<file path="src/rtl/avmm_block_reader_pkg.sv">
// Shared constants and types for the Avalon-MM block reader.
// AVMM_BLOCK_READER_TLAST_EN widens each buffered word by a last flag.
package avmm_block_reader_pkg;

    localparam int ADDR_W         = 13;
    localparam int DATA_W         = 16;
    localparam int CNT_W          = 14;
    localparam int FIFO_DEPTH_DEF = 4;

`ifdef AVMM_BLOCK_READER_TLAST_EN
    localparam int FIFO_W = DATA_W + 1;
`else
    localparam int FIFO_W = DATA_W;
`endif

    typedef logic [ADDR_W-1:0] addr_t;
    typedef logic [DATA_W-1:0] data_t;
    typedef logic [CNT_W-1:0]  cnt_t;

    typedef enum logic [1:0] {
        IDLE,
        READ,
        DRAIN,
        FINISH
    } state_e;

endpackage

</file>
<file path="src/rtl/avmm_block_reader_if.sv">
// Memory-side Avalon-MM signals plus the outgoing word stream.
// m_tlast exists only with AVMM_BLOCK_READER_TLAST_EN.
interface avmm_block_reader_if;
    import avmm_block_reader_pkg::*;

    addr_t      avm_address;
    logic       avm_chipselect;
    logic       avm_write;
    logic [1:0] avm_byteenable;
    data_t      avm_writedata;
    logic       avm_clken;
    data_t      avm_readdata;

    data_t      m_tdata;
    logic       m_tvalid;
    logic       m_tready;
`ifdef AVMM_BLOCK_READER_TLAST_EN
    logic       m_tlast;

    modport master (
        output avm_address, avm_chipselect, avm_write,
        output avm_byteenable, avm_writedata, avm_clken,
        input  avm_readdata,
        output m_tdata, m_tvalid, m_tlast,
        input  m_tready
    );

    modport slave (
        input  avm_address, avm_chipselect, avm_write,
        input  avm_byteenable, avm_writedata, avm_clken,
        output avm_readdata,
        input  m_tdata, m_tvalid, m_tlast,
        output m_tready
    );
`else
    modport master (
        output avm_address, avm_chipselect, avm_write,
        output avm_byteenable, avm_writedata, avm_clken,
        input  avm_readdata,
        output m_tdata, m_tvalid,
        input  m_tready
    );

    modport slave (
        input  avm_address, avm_chipselect, avm_write,
        input  avm_byteenable, avm_writedata, avm_clken,
        output avm_readdata,
        input  m_tdata, m_tvalid,
        output m_tready
    );
`endif

endinterface

</file>
<file path="src/rtl/avmm_rd_fifo.sv">
// Small synchronous FIFO buffering read data ahead of the stream port.
// DEPTH must be a power of two so the pointers wrap naturally.
module avmm_rd_fifo #(
    parameter int WIDTH = 16,
    parameter int DEPTH = 4
) (
    input  logic                     clk,
    input  logic                     rst_n,
    input  logic                     push_i,
    input  logic                     pop_i,
    input  logic [WIDTH-1:0]         wdata_i,
    output logic [WIDTH-1:0]         rdata_o,
    output logic [$clog2(DEPTH):0]   count_o,
    output logic                     empty_o,
    output logic                     full_o
);
    localparam int AW = $clog2(DEPTH);

    logic [WIDTH-1:0] mem_q [DEPTH];
    logic [AW-1:0]    wr_q, wr_d;
    logic [AW-1:0]    rd_q, rd_d;
    logic [AW:0]      cnt_q, cnt_d;

    always_comb begin
        wr_d  = wr_q;
        rd_d  = rd_q;
        cnt_d = cnt_q;
        if (push_i) wr_d = wr_q + 1'b1;
        if (pop_i)  rd_d = rd_q + 1'b1;
        if (push_i && !pop_i)      cnt_d = cnt_q + 1'b1;
        else if (!push_i && pop_i) cnt_d = cnt_q - 1'b1;
    end

    always_ff @(posedge clk) begin
        if (!rst_n) begin
            wr_q  <= '0;
            rd_q  <= '0;
            cnt_q <= '0;
        end else begin
            wr_q  <= wr_d;
            rd_q  <= rd_d;
            cnt_q <= cnt_d;
        end
    end

    always_ff @(posedge clk) begin
        if (push_i) mem_q[wr_q] <= wdata_i;
    end

    assign rdata_o = mem_q[rd_q];
    assign count_o = cnt_q;
    assign empty_o = (cnt_q == '0);
    assign full_o  = (cnt_q == (AW+1)'(DEPTH));

endmodule

</file>
<file path="src/rtl/avmm_block_reader.sv">
// Reads a block of words from on-chip RAM and streams them out in order.
// AVMM_BLOCK_READER_TLAST_EN adds m_tlast on the final word.
module avmm_block_reader
    import avmm_block_reader_pkg::*;
#(
    parameter int FIFO_DEPTH = FIFO_DEPTH_DEF
) (
    input  logic  clk,
    input  logic  reset_n,
    input  logic  start,
    input  addr_t start_addr,
    input  cnt_t  word_count,
    output logic  busy,
    output logic  done,
    avmm_block_reader_if.master bus
);
    localparam int CW = $clog2(FIFO_DEPTH) + 1;

    state_e            state_q, state_d;
    addr_t             addr_q, addr_d;
    cnt_t              rem_q, rem_d;
    logic              inflight_q;
    logic              issue;
    logic              credit;
    logic              pop;
    logic [CW-1:0]     fifo_cnt;
    logic              fifo_empty;
    logic              fifo_full;
    logic [FIFO_W-1:0] fifo_wdata;
    logic [FIFO_W-1:0] fifo_head;
`ifdef AVMM_BLOCK_READER_TLAST_EN
    logic              last_q;
`endif

    // Buffered plus in-flight words never exceed the FIFO depth.
    assign credit = (int'(fifo_cnt) + int'(inflight_q)) < FIFO_DEPTH;

    always_comb begin
        state_d = state_q;
        addr_d  = addr_q;
        rem_d   = rem_q;
        issue   = 1'b0;
        done    = 1'b0;
        unique case (state_q)
            IDLE: begin
                if (start) begin
                    addr_d  = start_addr;
                    rem_d   = word_count;
                    state_d = (word_count != '0) ? READ : FINISH;
                end
            end
            READ: begin
                if (rem_q != '0 && credit) begin
                    issue  = 1'b1;
                    addr_d = addr_q + 1'b1;
                    rem_d  = rem_q - 1'b1;
                    if (rem_q == CNT_W'(1)) state_d = DRAIN;
                end
            end
            DRAIN: begin
                if (!inflight_q && fifo_empty) state_d = FINISH;
            end
            FINISH: begin
                done    = 1'b1;
                state_d = IDLE;
            end
        endcase
    end

    always_ff @(posedge clk) begin
        if (!reset_n) begin
            state_q    <= IDLE;
            addr_q     <= '0;
            rem_q      <= '0;
            inflight_q <= 1'b0;
`ifdef AVMM_BLOCK_READER_TLAST_EN
            last_q     <= 1'b0;
`endif
        end else begin
            state_q    <= state_d;
            addr_q     <= addr_d;
            rem_q      <= rem_d;
            inflight_q <= issue;
`ifdef AVMM_BLOCK_READER_TLAST_EN
            last_q     <= issue && (rem_q == CNT_W'(1));
`endif
        end
    end

    assign busy = (state_q != IDLE);
    assign pop  = !fifo_empty && bus.m_tready;

`ifdef AVMM_BLOCK_READER_TLAST_EN
    assign fifo_wdata  = {last_q, bus.avm_readdata};
    assign bus.m_tlast = !fifo_empty && fifo_head[DATA_W];
`else
    assign fifo_wdata  = bus.avm_readdata;
`endif

    avmm_rd_fifo #(
        .WIDTH (FIFO_W),
        .DEPTH (FIFO_DEPTH)
    ) u_fifo (
        .clk     (clk),
        .rst_n   (reset_n),
        .push_i  (inflight_q),
        .pop_i   (pop),
        .wdata_i (fifo_wdata),
        .rdata_o (fifo_head),
        .count_o (fifo_cnt),
        .empty_o (fifo_empty),
        .full_o  (fifo_full)
    );

    assign bus.avm_address    = addr_q;
    assign bus.avm_chipselect = issue;
    assign bus.avm_write      = 1'b0;
    assign bus.avm_byteenable = 2'b11;
    assign bus.avm_writedata  = '0;
    assign bus.avm_clken      = 1'b1;
    assign bus.m_tvalid       = !fifo_empty;
    assign bus.m_tdata        = fifo_head[DATA_W-1:0];

    a_no_ovf: assert property (@(posedge clk) disable iff (!reset_n)
        !(inflight_q && fifo_full));

endmodule

</file>
<file path="src/flat_wrapper.sv">
// flat-port wrapper written by rule: the top's interface ports become plain ports
module avmm_block_reader_flat import avmm_block_reader_pkg::*;
#(
    parameter int FIFO_DEPTH = FIFO_DEPTH_DEF
)
  (clk, reset_n, start, start_addr, word_count, busy, done, bus_avm_address, bus_avm_chipselect, bus_avm_write, bus_avm_byteenable, bus_avm_writedata, bus_avm_clken, bus_avm_readdata, bus_m_tdata, bus_m_tvalid, bus_m_tready);
  avmm_block_reader_if bus_i ();
  input  logic clk;
  input  logic reset_n;
  input  logic start;
  input  addr_t start_addr;
  input  cnt_t word_count;
  output logic busy;
  output logic done;
  output wire logic [$bits(bus_i.avm_address)-1:0] bus_avm_address;
  output wire logic [$bits(bus_i.avm_chipselect)-1:0] bus_avm_chipselect;
  output wire logic [$bits(bus_i.avm_write)-1:0] bus_avm_write;
  output wire logic [$bits(bus_i.avm_byteenable)-1:0] bus_avm_byteenable;
  output wire logic [$bits(bus_i.avm_writedata)-1:0] bus_avm_writedata;
  output wire logic [$bits(bus_i.avm_clken)-1:0] bus_avm_clken;
  input wire logic [$bits(bus_i.avm_readdata)-1:0] bus_avm_readdata;
  output wire logic [$bits(bus_i.m_tdata)-1:0] bus_m_tdata;
  output wire logic [$bits(bus_i.m_tvalid)-1:0] bus_m_tvalid;
  input wire logic [$bits(bus_i.m_tready)-1:0] bus_m_tready;
  assign bus_avm_address = bus_i.avm_address;
  assign bus_avm_chipselect = bus_i.avm_chipselect;
  assign bus_avm_write = bus_i.avm_write;
  assign bus_avm_byteenable = bus_i.avm_byteenable;
  assign bus_avm_writedata = bus_i.avm_writedata;
  assign bus_avm_clken = bus_i.avm_clken;
  assign bus_i.avm_readdata = bus_avm_readdata;
  assign bus_m_tdata = bus_i.m_tdata;
  assign bus_m_tvalid = bus_i.m_tvalid;
  assign bus_i.m_tready = bus_m_tready;
  avmm_block_reader #(.FIFO_DEPTH(FIFO_DEPTH)) u_core (.clk(clk), .reset_n(reset_n), .start(start), .start_addr(start_addr), .word_count(word_count), .busy(busy), .done(done), .bus(bus_i));
endmodule
</file>
<file path="config.mk">
export PLATFORM = sky130hd
export DESIGN_NAME = avmm_block_reader_flat
export DESIGN_NICKNAME = d
export VERILOG_FILES = /design/src/rtl/avmm_block_reader_pkg.sv /design/src/rtl/avmm_block_reader_if.sv /design/src/rtl/avmm_rd_fifo.sv /design/src/rtl/avmm_block_reader.sv /design/src/flat_wrapper.sv
export SDC_FILE = /design/constraint.sdc
export NUM_CORES = 1
export LEC_CHECK = 0
export ABC_AREA = 1
export CELL_PAD_IN_SITES_DETAIL_PLACEMENT = 0
export CELL_PAD_IN_SITES_GLOBAL_PLACEMENT = 1
export CORE_ASPECT_RATIO = 0.6
export CORE_MARGIN = 1
export CORE_UTILIZATION = 36
export CTS_BUF_LIST = sky130_fd_sc_hd__clkbuf_4 sky130_fd_sc_hd__clkbuf_8
export CTS_CLUSTER_DIAMETER = 50
export DETAILED_ROUTE_END_ITERATION = 16
export GPL_ROUTABILITY_DRIVEN = 0
export PLACE_DENSITY = 0.76
export SLEW_MARGIN = 20
export SYNTH_ARGS = -nofsm -noshare
export SYNTH_HDL_FRONTEND = slang
export SYNTH_SLANG_ARGS = --single-unit
</file>
<file path="constraint.sdc">
create_clock -name clk -period 1.73 [get_ports clk]
set_clock_uncertainty 0.15 [all_clocks]
set_input_delay 0.4325 -clock clk [delete_from_list [all_inputs] [get_ports clk]]
set_output_delay 0.4325 -clock clk [all_outputs]
set_load 0.01 [all_outputs]
</file>
## After elaboration in Yosys (flattened, before gate mapping)

Memories as Yosys holds them, arrays and structs flattened. A register that Yosys moved wholly into a read port is not among the register bits.
Index checks and enable logic that the tools add are counted.

| storage, ports and cells | value |
|---|---|
| RAM bits | 64 |
| memories | 1 |
| output and inout port bits | 53 |
| logic and storage cells | 62 |
| register bits after elaboration | 37 |
| input bits | 47 |

| cells by class | value |
|---|---|
| mux-type cells | 21 |
| magnitude comparators | 1 |
| reductions and logical operators | 17 |
| add/subtract/negate cells | 7 |
| equality and inequality tests | 8 |

Memories:

| name | words | width | read ports | clocked after memory_dff | write ports | RTL line | text |
|---|---|---|---|---|---|---|---|
| u_core.u_fifo.mem_q | 4 | 16 | 1 | 1 | 1 | avmm_rd_fifo.sv:19 | `logic [WIDTH-1:0] mem_q [DEPTH];` |

Operators by type and width:

| cell | number |
|---|---|
| $lt A32 B4 Y1 const B | 1 |
| $mux W14 | 2 |
| $pmux W14 S2 | 1 |
| $reduce_bool A14 Y1 | 2 |
| $mux W13 | 2 |
| $pmux W13 S2 | 1 |
| $eq A14 B1 Y1 const B | 1 |
| $mux W2 | 7 |
| $sub A14 B1 Y14 const B | 1 |
| $add A13 B1 Y13 const B | 1 |
| $pmux W2 S4 | 1 |
| $mux W3 | 2 |
| $ne A2 B1 Y1 const B | 3 |
| $reduce_bool A2 Y1 | 3 |
| $logic_and A1 B1 Y1 | 5 |
| $mux W1 | 5 |
| $add A2 B1 Y2 const B | 2 |
| $add A3 B1 Y4 | 1 |
| $eq A2 B2 Y1 const B | 2 |
| $reduce_and A4 Y1 | 1 |
| $add A3 B1 Y3 const B | 1 |
| $logic_not A1 Y1 | 3 |
| $logic_not A3 Y1 | 1 |
| $reduce_and A3 Y1 | 1 |
| 4 further kinds | 4 |

## Longest topological paths before layout

| depth | value |
|---|---|
| word-level depth | 6 |
| gate-level depth with buffers | 12 |
| gate-level depth less buffers | 11 |

## Cells and area by module

Synthesis repeated with hierarchy kept, for this count alone.

| unflattened totals | value |
|---|---|
| cell total of the unflattened synthesis | 647 |
| area total of the unflattened synthesis | 5290.1 um2 |

By module, submodules not included:

| module | times used | area an instance (um2) | sequential area each (um2) | cells each |
|---|---|---|---|---|
| avmm_rd_fifo | 1 | 2797.7 | 2102.0 | 212 |
| avmm_block_reader | 1 | 2492.4 | 600.6 | 435 |

## Worst setup path after synthesis

Ideal clock, no wire load.

| timing | value |
|---|---|
| path kind | reg2reg |
| start | register u_core.u_fifo.cnt_q[0] (netlist: u_core.u_fifo.count_o[0]) |
| end | register u_core.u_fifo.cnt_q[2] (netlist: u_core.u_fifo.count_o[2]) |
| data required time | 1.458 ns |
| path buffers | 0 |
| stages on the path, launching flop included | 11 |
| arrival time | 1.668 ns |
| clock period less this slack | 1.940 ns |
| setup time | 0.122 ns |
| setup slack | -0.210 ns |
| path through | dfxtp_1 inv_1 nand3_1 nand2_1 ha_1 inv_1 fa_1 a21oi_1 o21ai_0 o21ai_0 a21oi_1 |

| on the way | value |
|---|---|
| cells in the longest elaborated chain, start to end | 6 |
| elaborated cells between the ends (all ways) | 11 |
| those cells by class | add/sub (2); mux (2); reduce/logical (7) |

RTL lines:

| element | RTL line | text |
|---|---|---|
| start, declared | avmm_rd_fifo.sv:22 | `logic [AW:0] cnt_q, cnt_d;` |
| start signal, assigned | avmm_rd_fifo.sv:42 | `cnt_q <= cnt_d;` |
| $logic_not A3 Y1 (*) | avmm_rd_fifo.sv:52 | `assign empty_o = (cnt_q == '0);` |
| $logic_not A1 Y1 (*) | - |  |
| via bus_m_tvalid | flat_wrapper.sv:23 | `output wire logic [$bits(bus_i.m_tvalid)-1:0] bus_m_tvalid;` |
| $logic_and A1 B1 Y1 (*) | avmm_block_reader.sv:91 | `assign pop = !fifo_empty && bus.m_tready;` |
| $logic_not A1 Y1 | avmm_rd_fifo.sv:30 | `if (push_i && !pop_i) cnt_d = cnt_q + 1'b1;` |
| $logic_and A1 B1 Y1 | avmm_rd_fifo.sv:30 |  |
| $mux W3 / $reduce_bool A2 Y1 (equally long branches) | - |  |

Mark *: on every way through the listed nets, which the timed path passes. The rest lies on a longest branch. The select of a mux whose other input is x is not followed.
A chain may end at the register's enable or synchronous reset.

==> summary.txt <==
run status = finished, violations left
failing checks = negative setup slack
# setup viols final = 40
sequential power share = 0.255
TritonCTS Buffers = 9
Critical Path Fanout Max = 8
Antenna Nets Post-Route = 0
CTS tree = yes
Worst Setup EP = bus_m_tdata[6]
Remaining Overflow, GRT = 0
worst slack, placed = -0.5287 ns
vias in the first global route = 4,616
Combinational Power Share = 0.627
fin area = 8040 sq um
Post-Route WL = 15,840 microns
Critical-path top delay cell = dfxtp_4
syn_area_per_cell = 8.228 sq um
Avg WL per Cell = 15.72 microns
Sw Ratio = 0.4344
DRT iter0 DRCs = 213
NumNets Final = 872
Crit Path Category = reg -> out
register-to-register setup slack = -0.11 ns
first-pass GRT wire length = 23,660 microns
DRT Pass-1 Iters = 4
fin crit share = 1.168
crit-path cells = buf_12, buf_16, o21ai_2, o22ai_1, buf_2
ANT cells = 0
RSZ-0062 raised after global routing = true
max_cap viols = 0
fillers = 1,181
Yosys warnings = 0
HP Class = reg -> reg
Post-route DRC = 0
Placed Area = 6713 sq um
core box area = 13,910 sq um
WP data arrival = 1.44 ns
drt via density = 4.830
Worst-Margin Slew = 0.6233 ns
Max Freq = 494.8 MHz
H-tree level count = 3
Initial Utilization = 0.3767
FP Rows = 33
Worst Path Required = 1.15 ns
NetSw = 5.943 mW
FF-to-FF path depth = 12
register area share after synthesis = 0.5156
final core utilization = 0.5778
Internal = 7.738 mW
R2R Path End = u_core.bus.avm_address[3]
Setup crit end kind = primary output
Worst Setup Start Kind = register
clk_lat worst skew = 0.37 ns
CTS root buffer = clkbuf_8
relative slew slack = 0.5840
I/O pin cnt = 100
die area = 15,060 sq um
port buffer count = 79
initial antenna violation count = 0
reg2reg start = u_core.rem_q[0]
Die Ht = 95.47 microns
clock slew seen by the registers of the worst setup and hold paths = 0.11 ns
Area growth, synth to finish = 53.40%
area of the multi-input gates = 2836 sq um
Max stage delay on crit path = 0.43 ns
peak supply drop = 0.8310 mV
leak pwr = 3.399 nW
synth unique cells = 29
setup ws final = -0.2912 ns
Hold Fails Final Rpt = 0
mapped cell area = 5241 sq um
register bit total from synthesis = 103
Slew Viols, Final = 0
via count = 4,869
largest net degree at the start of global routing = 28
fraction of layout cells with a size suffix above 1 = 0.3713
Final min period = 2.021 ns
Die Width = 157.8 microns
Syn Inst Count = 637
half-perimeter wire length after placement = 9398 microns
clock sinks = 103
global-route usage over all layers = 0.2072
PD cells = 1702 nW/um^2
Clock power frac = 0.119
register area = 2740 sq um
Clock Tree Buf Depth = 2
worst min-delay path by stage:
stage / startpoint / end / slack, ns / cells past startpoint
2_1_floorplan: u_core.u_fifo.rd_q[1] / register / 0.29 / 2
3_3_place_gp: u_core.u_fifo.rd_q[0] / u_core.u_fifo.rd_q[0] / 0.30 / 1
3_5_place_dp: u_core.u_fifo.rd_q[0] / u_core.u_fifo.rd_q[0] / 0.32 / 1
4_1_cts: u_core.u_fifo.rd_q[0] / u_core.u_fifo.rd_q[0] / 0.34 / 1
5_1_grt: u_core.u_fifo.rd_q[1] / register / 0.35 / 2
6_report: u_core.u_fifo.rd_q[1] / register / 0.33 / 2
flip-flops by register name (all words and copies together), names as in the netlist, named ones only:
name / cells
u_core.bus.avm_address: 13
u_core.inflight_q: 1
u_core.u_fifo.rd_q: 2
u_core.state_q: 2
u_core.rem_q: 14
u_core.u_fifo.wr_q: 2
u_core.u_fifo.count_o: 3
u_core.u_fifo.mem_q: 64
cells in the final DEF (no fill, tap or decap), types with 16 or more instances in the layout:
master	instances
o21ai_1	19
o21ai_0	19
nor2_2	20
conb_1	20
clkdlybuf4s50_1	45
inv_1	43
nand2_1	130
nor2_4	22
edfxtp_1	64
nor2_1	68
buf_4	75
buf_2	16
nand3_1	34
dfxtp_1	19
cells in the mapped netlist:
cell type    n  area share
buf_6        3      0.0064
nand3b_1     2      0.0029
or2_2        3      0.0036
buf_1        1     0.00072
a31oi_1      1      0.0012
buf_2        1     0.00095
fa_1         1      0.0038
nand3_1     46       0.044
o21ai_0     51       0.049
a21oi_1     27       0.026
clkbuf_1    19       0.014
nor2_4       1      0.0021
xor2_1       2      0.0033
o22ai_1     16       0.019
inv_1       57       0.041
nor3_1       1     0.00095
nor2_2       2      0.0024
nand4_1      5      0.0060
ha_1        13       0.031
edfxtp_1    64        0.37
xnor2_1      1      0.0017
nand2_8      2      0.0076
buf_4       20       0.029
nand2_1    147        0.11
conb_1       2      0.0014
nand2_2      2      0.0024
nand3_4      1      0.0033
nor2_1     107       0.077
dfxtp_1     39        0.15
kinds of logic after synthesis:
logic type      after synthesis  synth area share
flops                       103            0.5156
fa+ha+maj                    14           0.03485
compound gates               95           0.09477
simple gates                319            0.2571
xor+xnor                      3          0.005014
other cells                   2          0.001433
buf+inv                     101           0.09119
through the flow:
stage / instances / TNS (ns) / hold slack [ns] / power (mW)
floorplan: 655 / -0.04545 / 0.2866 / 6.613
global placement: 954 / -11.40 / 0.3027 / 8.966
detailed placement: 954 / -12.02 / 0.3164 / 9.097
CTS: 991 / -4.697 / 0.3418 / 11.91
global route: 1008 / -8.535 / 0.3550 / 14.56
finish: 1008 / -5.595 / 0.3263 / 13.68
power by group through the flow:
| stage | sequential [mW] | clock (mW) | combinational, mW |
|---|---|---|---|
| global placement | 3.39 | 0 | 5.58 |
| finish | 3.48 | 1.63 | 8.57 |
| floorplan | 3.47 | 0 | 3.14 |
| detailed placement | 3.40 | 0 | 5.69 |
| CTS | 3.45 | 1.67 | 6.80 |
| global route | 3.54 | 1.76 | 9.26 |
final cells by class:
type                    instances  area share
multi-input cells             458      0.3528
clock buffers                   9     0.01541
flip-flops and latches        103      0.3408
repair buffers                182      0.2216
well taps                     192     0.02988
inverters                      57     0.02848
clock inverters                 7     0.01105
routing by layer:
layer / part of all wire / track usage / vias up
li1: - / - / 2420
met5: 0 / 0 / -
met1: 0.50 / 0.2921 / 2314
met3: 0.055 / 0.04273 / 11
met2: 0.43 / 0.3249 / 124
met4: 0.0083 / 0.04773 / 0
worst max-delay path, delay by kind of cell (launching register included):
family | cells | cell delay (ns)
AOI/OAI and AO/OA | 2 | 0.20
buffers and inverters | 3 | 0.43
DFF | 1 | 0.43
repair_timing:
item | 4_1_cts | 5_1_grt
buffers inserted | 13 | 11
gates cloned | 8 | 7
hold buffers | 0 | 0
setup endpoints to repair | 64 | 54
pin swaps | 37 | 52
gates resized for setup | 218 | 116
Note: power is estimated with default switching activity, not from simulation.
